<file path="src/rtl/touch_scan_sequencer.sv">
// ---------------------------------------------------------------------------
// touch_scan_sequencer
//
// Fabric-side scan sequencer for a 4-wire resistive touch panel. It drives the
// X and Y plates in turn, waits for the plates to settle, and requests ADC
// conversions. It averages 2**AVG_LOG2 samples per axis and publishes one X/Y
// coordinate pair per completed pen-down scan.
//
// Optional feature (compile-time macro TOUCH_PENUP_CHECK_EN):
//   When defined, a CHECK phase follows the Y conversions. The idle drive
//   pattern is restored for SETTLE_CYCLES, then pen_down is sampled. The
//   coordinates are published only if the pen is still down. When the macro
//   is undefined, every completed scan publishes its result.
//
// Parameters
//   ADC_W          ADC sample width
//   AVG_LOG2       log2 of samples averaged per axis (0..4)
//   SETTLE_CYCLES  cycles of plate drive before the first conversion (>=1)
//
// Ports
//   FAB_CLK      in   fabric clock, rising edge
//   MSS_RESET_N  in   synchronous active-low reset
//   enable       in   scanning allowed
//   pen_down     in   synchronised pen-down sense (meaningful in idle pattern)
//   drv_oe       out  plate output enables {YM,YP,XM,XP}, 0 = tristate
//   drv_val      out  plate drive levels   {YM,YP,XM,XP}
//   adc_ch       out  ADC channel: 0 = sense XP (Y axis), 1 = sense YP (X axis)
//   adc_req      out  conversion request level, held until adc_ack
//   adc_ack      in   one-cycle conversion done, adc_data valid with it
//   adc_data     in   conversion result
//   x_pos/y_pos  out  averaged coordinates, hold last published value
//   coord_valid  out  one-cycle pulse in the cycle x_pos/y_pos first show
//                     a new pair
//   busy         out  high whenever the sequencer is not idle
// ---------------------------------------------------------------------------
module touch_scan_sequencer #(
    parameter int ADC_W         = 12,
    parameter int AVG_LOG2      = 2,
    parameter int SETTLE_CYCLES = 1000
) (
    input  logic             FAB_CLK,
    input  logic             MSS_RESET_N,
    input  logic             enable,
    input  logic             pen_down,
    output logic [3:0]       drv_oe,
    output logic [3:0]       drv_val,
    output logic             adc_ch,
    output logic             adc_req,
    input  logic             adc_ack,
    input  logic [ADC_W-1:0] adc_data,
    output logic [ADC_W-1:0] x_pos,
    output logic [ADC_W-1:0] y_pos,
    output logic             coord_valid,
    output logic             busy
);

    localparam int ACC_W  = ADC_W + AVG_LOG2;
    localparam int NSAMP  = 1 << AVG_LOG2;
    localparam int SCNT_W = $clog2(SETTLE_CYCLES + 1);
    localparam int NCNT_W = AVG_LOG2 + 1;

    localparam logic [SCNT_W-1:0] SETTLE_LAST = SCNT_W'(SETTLE_CYCLES - 1);
    localparam logic [NCNT_W-1:0] SAMP_LAST   = NCNT_W'(NSAMP - 1);

    // Plate drive patterns, bit order {YM,YP,XM,XP}
    localparam logic [3:0] OE_IDLE  = 4'b1000;
    localparam logic [3:0] VAL_IDLE = 4'b0000;
    localparam logic [3:0] OE_X     = 4'b0011;
    localparam logic [3:0] VAL_X    = 4'b0001;
    localparam logic [3:0] OE_Y     = 4'b1100;
    localparam logic [3:0] VAL_Y    = 4'b0100;

    typedef enum logic [2:0] {
        S_IDLE,
        S_SETTLE_X,
        S_CONV_X,
        S_SETTLE_Y,
        S_CONV_Y,
        S_CHECK,
        S_DONE
    } state_t;

    state_t            state, state_next;
    logic [SCNT_W-1:0] settle_cnt, settle_cnt_next;
    logic [NCNT_W-1:0] samp_cnt, samp_cnt_next;
    logic              req_next;
    logic              abort, abort_next;
    logic [ACC_W-1:0]  acc, acc_next;
    logic [ACC_W-1:0]  acc_sum;
    logic [ADC_W-1:0]  x_avg, x_avg_next;
    logic [ADC_W-1:0]  x_pos_next, y_pos_next;
`ifdef TOUCH_PENUP_CHECK_EN
    logic [ADC_W-1:0]  y_avg, y_avg_next;
`endif

    // Truncating average: the accumulator is wide enough for the full sum,
    // so the shift always fits back into ADC_W bits.
    function automatic logic [ADC_W-1:0] avg_of(input logic [ACC_W-1:0] total);
        logic [ACC_W-1:0] shifted;
        shifted = total >> AVG_LOG2;
        return shifted[ADC_W-1:0];
    endfunction

    assign acc_sum = acc + ACC_W'(adc_data);

    // -----------------------------------------------------------------------
    // Next-state, datapath control and decoded outputs
    // -----------------------------------------------------------------------
    always_comb begin
        state_next      = state;
        settle_cnt_next = settle_cnt;
        samp_cnt_next   = samp_cnt;
        req_next        = adc_req;
        abort_next      = abort;
        acc_next        = acc;
        x_avg_next      = x_avg;
        x_pos_next      = x_pos;
        y_pos_next      = y_pos;
`ifdef TOUCH_PENUP_CHECK_EN
        y_avg_next      = y_avg;
`endif
        drv_oe      = OE_IDLE;
        drv_val     = VAL_IDLE;
        adc_ch      = 1'b0;
        coord_valid = 1'b0;
        busy        = (state != S_IDLE);

        case (state)
            S_IDLE: begin
                // Everything scan-local is cleared here, so an aborted scan
                // never leaks a partial sum into the next one.
                settle_cnt_next = '0;
                samp_cnt_next   = '0;
                acc_next        = '0;
                req_next        = 1'b0;
                abort_next      = 1'b0;
                if (enable && pen_down) begin
                    state_next = S_SETTLE_X;
                end
            end

            S_SETTLE_X, S_SETTLE_Y: begin
                if (state == S_SETTLE_X) begin
                    drv_oe  = OE_X;
                    drv_val = VAL_X;
                    adc_ch  = 1'b1;
                end else begin
                    drv_oe  = OE_Y;
                    drv_val = VAL_Y;
                end
                if (!enable) begin
                    state_next = S_IDLE;
                end else if (settle_cnt == SETTLE_LAST) begin
                    // Raise the request so it is visible in the first
                    // conversion cycle.
                    settle_cnt_next = '0;
                    req_next        = 1'b1;
                    state_next      = (state == S_SETTLE_X) ? S_CONV_X : S_CONV_Y;
                end else begin
                    settle_cnt_next = settle_cnt + SCNT_W'(1);
                end
            end

            S_CONV_X, S_CONV_Y: begin
                if (state == S_CONV_X) begin
                    drv_oe  = OE_X;
                    drv_val = VAL_X;
                    adc_ch  = 1'b1;
                end else begin
                    drv_oe  = OE_Y;
                    drv_val = VAL_Y;
                end
                if (adc_req) begin
                    // A conversion in flight must be allowed to finish even
                    // if enable drops; remember the abort until the ack.
                    if (!enable) begin
                        abort_next = 1'b1;
                    end
                    if (adc_ack) begin
                        req_next = 1'b0;
                        if (abort || !enable) begin
                            state_next = S_IDLE;
                        end else if (samp_cnt == SAMP_LAST) begin
                            samp_cnt_next = '0;
                            acc_next      = '0;
                            if (state == S_CONV_X) begin
                                x_avg_next = avg_of(acc_sum);
                                state_next = S_SETTLE_Y;
                            end else begin
`ifdef TOUCH_PENUP_CHECK_EN
                                y_avg_next = avg_of(acc_sum);
                                state_next = S_CHECK;
`else
                                x_pos_next = x_avg;
                                y_pos_next = avg_of(acc_sum);
                                state_next = S_DONE;
`endif
                            end
                        end else begin
                            samp_cnt_next = samp_cnt + NCNT_W'(1);
                            acc_next      = acc_sum;
                        end
                    end
                end else begin
                    // One-cycle gap between samples of the same axis; the
                    // plates stay driven, so no re-settle is needed.
                    if (!enable) begin
                        state_next = S_IDLE;
                    end else begin
                        req_next = 1'b1;
                    end
                end
            end

`ifdef TOUCH_PENUP_CHECK_EN
            S_CHECK: begin
                // Idle pattern again so pen_down is meaningful once settled.
                if (!enable) begin
                    state_next = S_IDLE;
                end else if (settle_cnt == SETTLE_LAST) begin
                    settle_cnt_next = '0;
                    if (pen_down) begin
                        x_pos_next = x_avg;
                        y_pos_next = y_avg;
                        state_next = S_DONE;
                    end else begin
                        state_next = S_IDLE;
                    end
                end else begin
                    settle_cnt_next = settle_cnt + SCNT_W'(1);
                end
            end
`endif

            S_DONE: begin
                coord_valid = 1'b1;
                state_next  = S_IDLE;
            end

            default: begin
                state_next = S_IDLE;
            end
        endcase
    end

    // -----------------------------------------------------------------------
    // Control and published-result registers (reset)
    // -----------------------------------------------------------------------
    always_ff @(posedge FAB_CLK) begin
        if (!MSS_RESET_N) begin
            state      <= S_IDLE;
            settle_cnt <= '0;
            samp_cnt   <= '0;
            adc_req    <= 1'b0;
            abort      <= 1'b0;
            x_pos      <= '0;
            y_pos      <= '0;
        end else begin
            state      <= state_next;
            settle_cnt <= settle_cnt_next;
            samp_cnt   <= samp_cnt_next;
            adc_req    <= req_next;
            abort      <= abort_next;
            x_pos      <= x_pos_next;
            y_pos      <= y_pos_next;
        end
    end

    // -----------------------------------------------------------------------
    // Scan-local data registers; cleared through the idle state instead
    // -----------------------------------------------------------------------
    always_ff @(posedge FAB_CLK) begin
        acc   <= acc_next;
        x_avg <= x_avg_next;
`ifdef TOUCH_PENUP_CHECK_EN
        y_avg <= y_avg_next;
`endif
    end

endmodule
</file>
<file path="config.mk">
export PLATFORM = sky130hd
export DESIGN_NAME = touch_scan_sequencer
export DESIGN_NICKNAME = d
export VERILOG_FILES = /design/src/rtl/touch_scan_sequencer.sv
export SDC_FILE = /design/constraint.sdc
export NUM_CORES = 1
export LEC_CHECK = 0
export BUFFER_PORTS_ARGS = -buffer_cell sky130_fd_sc_hd__buf_4
export CELL_PAD_IN_SITES_DETAIL_PLACEMENT = 0
export CELL_PAD_IN_SITES_GLOBAL_PLACEMENT = 1
export CORE_MARGIN = 4
export CORE_UTILIZATION = 42
export DETAILED_ROUTE_END_ITERATION = 10
export PLACE_DENSITY = 0.77
export SYNTH_ARGS = -nofsm -noshare
export SYNTH_HDL_FRONTEND = slang
export SYNTH_SLANG_ARGS = --single-unit
</file>
<file path="constraint.sdc">
create_clock -name FAB_CLK -period 2.5 [get_ports FAB_CLK]
set_input_delay 0.5 -clock FAB_CLK [delete_from_list [all_inputs] [get_ports FAB_CLK]]
set_output_delay 0.5 -clock FAB_CLK [all_outputs]
set_load 0.01 [all_outputs]
</file>
; ---- Word-level counts from Yosys, hierarchy flattened
; Index checks and enable logic that the tools add are counted.
; W data, S select, Z words.
[word_totals]
n_memories = 0
reg_bits = 68
output_inout_bits = 36
word_cells = 92
mem_bits_ro = 0
in_bits = 17
ramBits = 0
latchBits = 0
[op_classes]
n_eq_ne = 18
reduce_logical = 17
bitwise_logic = 2
n_lt_le_gt_ge = 0
muxes = 43
n_mul = 0
div = 0
shift = 0
add_sub_neg = 3
[ops]
columns = op, count
row1 = $mux W14, 4
row2 = $mux W3, 16
row3 = $pmux W14 S2, 1
row4 = $mux W10, 2
row5 = $pmux W10 S2, 1
row6 = $add A14 B12 Y14, 1
row7 = $ne A2 B2 Y1 const B, 7
row8 = $pmux W3 S2, 2
row9 = $reduce_and A6 Y1, 2
row10 = $add A10 B1 Y10 const B, 1
row11 = $eq A10 B10 Y1 const B, 1
row12 = $mux W1, 10
row13 = $eq A3 B2 Y1 const B, 3
row14 = $ne A3 B3 Y1 const B, 3
row15 = $pmux W3 S3, 1
row16 = $mux W4, 2
row17 = $pmux W4 S2, 1
row18 = $eq A3 B3 Y1 const B, 2
row19 = $reduce_and A3 Y1, 2
row20 = $reduce_bool A3 Y1, 2
row21 = $reduce_and A5 Y1, 1
row22 = $ne A4 B4 Y1 const B, 1
row23 = $pmux W1 S2, 2
row24 = $reduce_and A4 Y1, 1
row25 = 11 further kinds, 14

; ---- Longest topological paths before layout
; Gate-level depths: netlist of run 1.
[depth]
word_depth = 7
mapped_depth = 8
ltp_nobuf = 8

; ---- Worst setup path before layout of run 1
; Ideal clock, no wire load.
[synth_path]
path_kind = in2reg
startpoint = input port adc_data[0]
endpoint = register x_avg[6], data pin
n_path_buf = 0
arrival_time_ns = 2.026
required_time_ns = 2.238
setup_time_ns = 0.262
slack_ns = 0.212
stages = 8
path_cell_list = ha_1 -> inv_1 -> fa_1 -> and2b_1 -> o2111ai_2 -> and2_1 -> mux2i_1 -> or2_2
[synth_via]
elab_chain_len = 1
[synth_rtl]
columns = element, line_no
row1 = from (decl), 50  ; input logic [ADC_W-1:0] adc_data,
row2 = $add A14 B12 Y14, 104  ; assign acc_sum = acc + ACC_W'(adc_data);
row3 = net acc_sum[8], 89  ; logic [ACC_W-1:0] acc_sum;
row4 = to (signal assigned), 274  ; x_avg <= x_avg_next;
row5 = to (decl), 90  ; logic [ADC_W-1:0] x_avg, x_avg_next;
; The timed path passes the listed nets, and every way through them passes these cells.
; A chain may end at the register's enable or synchronous reset.

; ---- Worst setup path after layout of run 1
[layout_path]
startpoint = register acc[0]
endpoint = register x_avg[6], data pin
[layout_via]
elab_chain_len = 1
[layout_rtl]
columns = element, line_no
row1 = from (decl), 88  ; logic [ACC_W-1:0] acc, acc_next;
row2 = from (signal assigned), 273  ; acc <= acc_next;
row3 = $add A14 B12 Y14, 104
row4 = net acc_sum[8], 89
; The timed path passes the listed nets, and every way through them passes these cells.

==> results of run 1 <==
## per-stage QoR
step / cells / instance area, um^2 / power, mW
final: 560 / 4398 / 4.346
after detailed placement: 544 / 4223 / 3.548
after floorplan: 395 / 3750 / 2.987
after global routing: 560 / 4398 / 4.663
after CTS: 560 / 4398 / 4.378
after global placement: 544 / 4223 / 3.518
## flip-flops by register name, summed over array words and instances (netlist names)
| signal | flops |
|---|---|
| settle_cnt | 10 |
| y_pos | 12 |
| x_pos | 12 |
| state | 3 |
| x_avg | 12 |
| acc | 14 |
| abort | 1 |
| samp_cnt | 3 |
| adc_req | 1 |
## where the power goes
group	leakage, nW	internal [mW]	switching [mW]
Combinational	1.08	0.812	1.20
Clock	0.0856	0.362	0.458
Sequential	0.600	1.40	0.116
## synth_stat cells, types with 5 or more instances
cell      number
nand2_1       49
dfxtp_1       42
a21oi_1       30
nor2_1        29
edfxtp_1      26
nand3_1       17
ha_1          14
inv_1         12
nor3_1        12
o21ai_0       11
buf_4          9
and2_1         8
clkbuf_1       8
nand4_1        8
o21a_1         7
and4_1         6
xnor2_1        6
a31oi_1        5
and3_1         5
or3_1          5
## cell usage in the layout (no fill, tap or decap), types with 5 or more instances in the layout
cell type   n
and2_1      8
nand4_1     8
clkbuf_8    9
dfxtp_1    42
xnor2_1     6
and3_1      5
edfxtp_1   26
nor3_1     12
a21oi_1    30
o21ai_0    11
ha_1       14
nand2_1    49
a31oi_1     5
or3_1       5
o21a_1      7
nand3_1    17
and4_1      6
nor2_1     29
buf_4      65
inv_1      12
## final cells by class
class,count,share of cell area (%)
clock inverters,7,1.166
well taps,108,3.073
repair buffers,65,11.10
clock buffers,9,2.817
flip-flops and latches,68,36.87
multi-input cells,290,43.87
inverters,13,1.110
## worst reg2reg max path, delay by kind of cell, from the launching register on
family	cells	cell delay, ps
AOI/OAI and AO/OA	1	160
buffers and inverters	1	60
DFF	1	340
and+or+nand+nor	3	770
muxes	1	150
adders and majority gates	2	560
## how the worst max path moves through the flow
stage,endpoint,slack [ps],depth (start not counted)
finish,x_avg[6],230,8
global placement,x_avg[6],20,9
CTS,x_avg[6],240,8
global route,acc[10],120,8
detailed placement,x_avg[6],-2,9
floorplan,x_avg[6],210,8
## logic make-up after synthesis
logic type | after synthesis | synth area share [%]
AND/OR/NAND/NOR | 168 | 24.02
XOR/XNOR | 11 | 2.772
adder cells (fa/ha/maj) | 15 | 5.210
AO/OA/AOI/OAI | 91 | 18.50
buffers and inverters | 37 | 5.310
other | 1 | 0.1001
multiplexers | 3 | 0.8016
flip-flops | 68 | 43.29
## per-layer routing
layer,share of wire [%],track usage (%),routed length (um)
met1,46,23.07,3990
met4,2.8,7.568,242
met3,5.5,3.891,476
met5,0,0,0
met2,45,27.76,3902
==> reports/metrics.csv, run 1 <==
stage,metric,value,unit
logic_synthesis,top_reg_cell synth,dfxtp_1,
logic_synthesis,number of synthesized flops with an enable pin,26,
detailed_routing,Routed WL,8.612,mm
detailed_routing,DRT antenna net count,0,
setup_path,CP arrival,2380,ps
clocking,"Gates resized, CTS repair",0,
power_and_ir_drop,peak supply drop,0.0006149,V
logic_synthesis,sequential-to-total area share from yosys stat,43.29,%
logic_synthesis,area share of the largest cell type after synthesis,22.44,%
worst_hold_path,worst hold path depth,1,
die,Initial Util,42.96,%
clocking,clk sinks,68,
final_layout,Filler cells,815,
sta,fin crit share,90.84,%
setup_path,reg2reg start,acc[0],
setup_path,cells on worst reg2reg path,8,
sta,"Setup violations, final",0,
global_routing,initial antenna violation count,0,
logic_synthesis,synth top area cells,"dfxtp_1, edfxtp_1, nand2_1",
setup_path,crit-path cells,ha_1 -> inv_1 -> fa_1 -> and2b_1 -> o2111ai_2 -> and2_1 -> mux2i_1 -> or2_2,
clocking,CTS Root Cell,clkbuf_8,
clocking,H-tree lvl count,3,
power_and_ir_drop,pwr/cell area,988.2,nW/um^2
final_layout,nets@finish,479,
detailed_routing,vias,3049,
clocking,Setup Buffers After CTS,0,
sta,setup_tns,0,ps
sta,max-slew violation count,0,
job,max-cap violations,0,
run_status,status,"finished, final reports clean",
worst_hold_path,WHS Endpoint,samp_cnt[2],
die,Die Y-Extent,102.4,um
logic_synthesis,largest area contributor in the netlist,dfxtp_1,
sta,clock skew,11.58,ps
clocking,CTS tree,yes,
final_layout,Layout area overhead,17.40,%
sta,worst setup margin,229.0,ps
final_layout,area of the multi-input gates,1929,um^2
setup_path,CP top delay family,simple AND/OR/NAND/NOR gates,
final_layout,diodes inserted,0,
die,num rows,34,
global_routing,GRT overflow,0,
clocking,clk buf depth,2,
logic_synthesis,Async SR Flop Fraction,0,%
sta,fmax,440.3,MHz
clocking,Worst-path clk slew,80,ps
die,Die Wd,102.4,um
place,port bufs,50,
final_layout,layout cell share with drive strength beyond 1,23.01,%
logic_synthesis,synth unique cells,73,
global_routing,global-route usage over all layers,17.55,%
die,IO Count,53,
setup_path,CP Launch Point,acc[0],
worst_hold_path,worst hold path type,reg -> reg,
setup_path,Worst EP required,2610,ps
clocking,Worst-Skew Late Latency,360,ps
setup_path,slowest CP cell,fa_1,
logic_synthesis,Synth warnings,0,
setup_path,Crit path buffers/inverters,1,
detailed_routing,Residual DRC,0,
power_and_ir_drop,LEAKAGE,1.761,nW
setup_path,critical path type,reg -> reg,
global_routing,vias in the first global route,2977,
logic_synthesis,Yosys reg bits,68,
setup_path,CP max FO,4,
setup_path,Critical R2R Capture,x_avg[6],
place,post-detail-place hpwl,6.191,mm
sta,final hold slack,441.7,ps
final_layout,sequential cell area,1622,um^2
die,Die ar.,10490,um^2
sta,Final Hold Viols,0,
die,core area,8721,um^2
setup_path,Setup crit end kind,flop,
place,pre-CTS setup slack,-1.940,ps
setup_path,"slowest stage delay, CP",390,ps
final_layout,Util after Layout,50.43,%
logic_synthesis,synthesized instance count,394,
logic_synthesis,Syn Area/Cell,9.508,um^2
worst_hold_path,beginning of the worst hold path,samp_cnt[2],
setup_path,reg2reg setup slack,230,ps
global_routing,largest net degree at the start of global routing,19,
detailed_routing,vias per cell,5.445,
sta,post-layout min period,2271,ps
clocking,Num CTS Buffers,9,
place,Placer Congestion,0.8862,
global_routing,first-pass GRT wire length,14.36,mm
detailed_routing,drt pass-1 iters,4,
logic_synthesis,Mapped Area,3746,um^2
clocking,CTS Hold Bufs,0,
detailed_routing,DRT iter0 DRCs,149,
setup_path,startpoint types,flop,
sta,RSZ-0062 raised after global routing,no,
detailed_routing,drt wl/cell,15.38,um
Power figures use the tool's default switching activity.
==> run 2, diff against run 1 <==
Settings changed: CORE_MARGIN 4 to 2, CORE_UTILIZATION 42 to 30, PLACE_DENSITY 0.77 to 0.59.
==> reports/metrics.csv, run 2 (same netlist as run 1, synthesis figures left out) <==
stage,metric,value,unit
run_status,status,"finished, final reports clean",
power_and_ir_drop,pwr/cell area,1028,nW/um^2
final_layout,most frequent cells in the layout,"buf_4, nand2_1, dfxtp_1, a21oi_1, nor2_1",
power_and_ir_drop,LEAKAGE,1.826,nW
final_layout,max reg flops,14,
global_routing,vias in the first global route,2899,
detailed_routing,Residual DRC,0,
detailed_routing,drt wl/cell,14.95,um
setup_path,CP Launch Point,acc[0],
die,Die ar.,13400,um^2
final_layout,Layout area overhead,22.91,%
place,post-detail-place hpwl,6.871,mm
detailed_routing,vias per cell,4.901,
clocking,Setup Buffers After CTS,0,
sta,RSZ-0062 raised after global routing,no,
worst_hold_path,worst hold path type,reg -> reg,
clocking,CTS Root Cell,clkbuf_16,
setup_path,reg2reg setup slack,260,ps
global_routing,GR Util met3,3.243,%
clocking,Num CTS Buffers,9,
setup_path,startpoint types,flop,
final_layout,Largest Register,acc,
place,placed cells,610,
job,max-cap violations,0,
setup_path,CP max FO,4,
setup_path,reg2reg start,acc[0],
global_routing,first-pass GRT wire length,14.95,mm
sta,"Setup violations, final",0,
final_layout,layout cell share with drive strength beyond 1,23.36,%
die,Die Y-Extent,115.7,um
clocking,Worst-path clk slew,60,ps
detailed_routing,DRT iter0 DRCs,162,
setup_path,crit path capture,x_avg[6],
final_layout,diodes inserted,0,
sta,fmax,447.4,MHz
setup_path,Setup crit end kind,flop,
sta,Final Hold Viols,0,
sta,setup_tns,0,ps
die,num rows,40,
sta,Slew Limit Headroom,65.54,%
die,Die Wd,115.7,um
final_layout,Util after Layout,38.02,%
sta,fin crit share,89.40,%
detailed_routing,Routed WL,9.360,mm
final_layout,fin cells,626,
clocking,CTS tree,yes,
power_and_ir_drop,peak supply drop,0.0004742,V
global_routing,largest net degree at the start of global routing,21,
place,Post-DP Area,4343,um^2
setup_path,CP top delay family,simple AND/OR/NAND/NOR gates,
place,port bufs,50,
die,IO Count,53,
sta,actual transition at the worst max-transition pin,516.2,ps
global_routing,met2 Track Usage GR,24.17,%
sta,clock skew,7.150,ps
clocking,"Gates resized, CTS repair",0,
global_routing,GRT overflow,0,
final_layout,final instance area,4604,um^2
detailed_routing,drt pass-1 iters,4,
detailed_routing,DRT antenna net count,0,
setup_path,Crit path buffers/inverters,1,
clocking,CTS Hold Bufs,0,
setup_path,slowest CP cell,fa_1,
global_routing,met1 Track Usage GR,19.06,%
clocking,Worst-Skew Late Latency,330,ps
final_layout,nets@finish,485,
final_layout,"commonest non-fill, non-tap cell in the layout",buf_4,
setup_path,crit-path cells,ha_1 -> inv_1 -> fa_1 -> and2b_1 -> o2111ai_2 -> and2_1 -> mux2i_1 -> or2_2,
setup_path,Levels on crit path,8,
setup_path,"slowest stage delay, CP",370,ps
setup_path,CP arrival,2310,ps
global_routing,initial antenna violation count,0,
die,Initial Util,30.93,%
global_routing,global-route usage over all layers,14.62,%
setup_path,cells on worst reg2reg path,8,
clocking,H-tree lvl count,3,
sta,post-layout min period,2235,ps
setup_path,Critical R2R Capture,x_avg[6],
setup_path,critical path type,reg -> reg,
clocking,clk buf depth,2,
die,core area,12110,um^2
place,Placer Congestion,0.7728,
detailed_routing,vias,3068,
global_routing,most used routing layer in global routing,met2,
sta,max-slew violation count,0,
clocking,clk sinks,68,
setup_path,Worst EP required,2580,ps
==> run 2: changes by cell type in the layout (fill, tap and decap cells not counted) <==
cell	change
clkbuf_16	+9
clkbuf_8	-9
buf_4	+6
clkinv_1	+2
clkinv_4	-2
clkbuf_1	+1
inv_6	-1
==> run 2: layout make-up <==
class / count / area, um^2
multi-input cells: 290 / 1929
clock buffers: 10 / 229.0
repair buffers: 71 / 533.0
inverters: 13 / 48.80
well taps: 168 / 210.2
clock inverters: 6 / 32.53
fillers: 1277 / 7507
flip-flops and latches: 68 / 1622
==> run 2: metrics by stage <==
step           hold slack (ps)  power (mW)  setup slack, ps
5_1_grt                  457.6       5.072            136.6
4_1_cts                  449.1       4.799            256.6
3_3_place_gp             429.3       3.630            26.68
6_report                 444.5       4.732            265.0
2_1_floorplan            425.9       2.987            212.2
3_5_place_dp             441.2       3.642            4.916
==> run 2: metal layers <==
layer  routed length (um)  share of wire, %
met4                   87              0.93
met3                  404               4.3
met2                 4469                48
met1                 4399                47
met5                    0                 0
==> run 2: how the worst min path moves through the flow <==
| stage | start | cells past startpoint | endpoint | slack, ps |
|---|---|---|---|---|
| floorplan | samp_cnt[2] | 1 | samp_cnt[2] | 430 |
| global placement | samp_cnt[2] | 1 | samp_cnt[2] | 430 |
| detailed placement | samp_cnt[2] | 1 | samp_cnt[2] | 440 |
| CTS | samp_cnt[2] | 1 | samp_cnt[2] | 450 |
| global route | samp_cnt[2] | 1 | samp_cnt[2] | 460 |
| finish | samp_cnt[2] | 1 | samp_cnt[2] | 440 |
==> run 2: power by group <==
part / internal (mW) / switching [mW] / total, mW
clock network: 0.660 / 0.468 / 1.13
logic: 0.862 / 1.21 / 2.07
registers: 1.40 / 0.132 / 1.53
total: 2.92 / 1.81 / 4.73
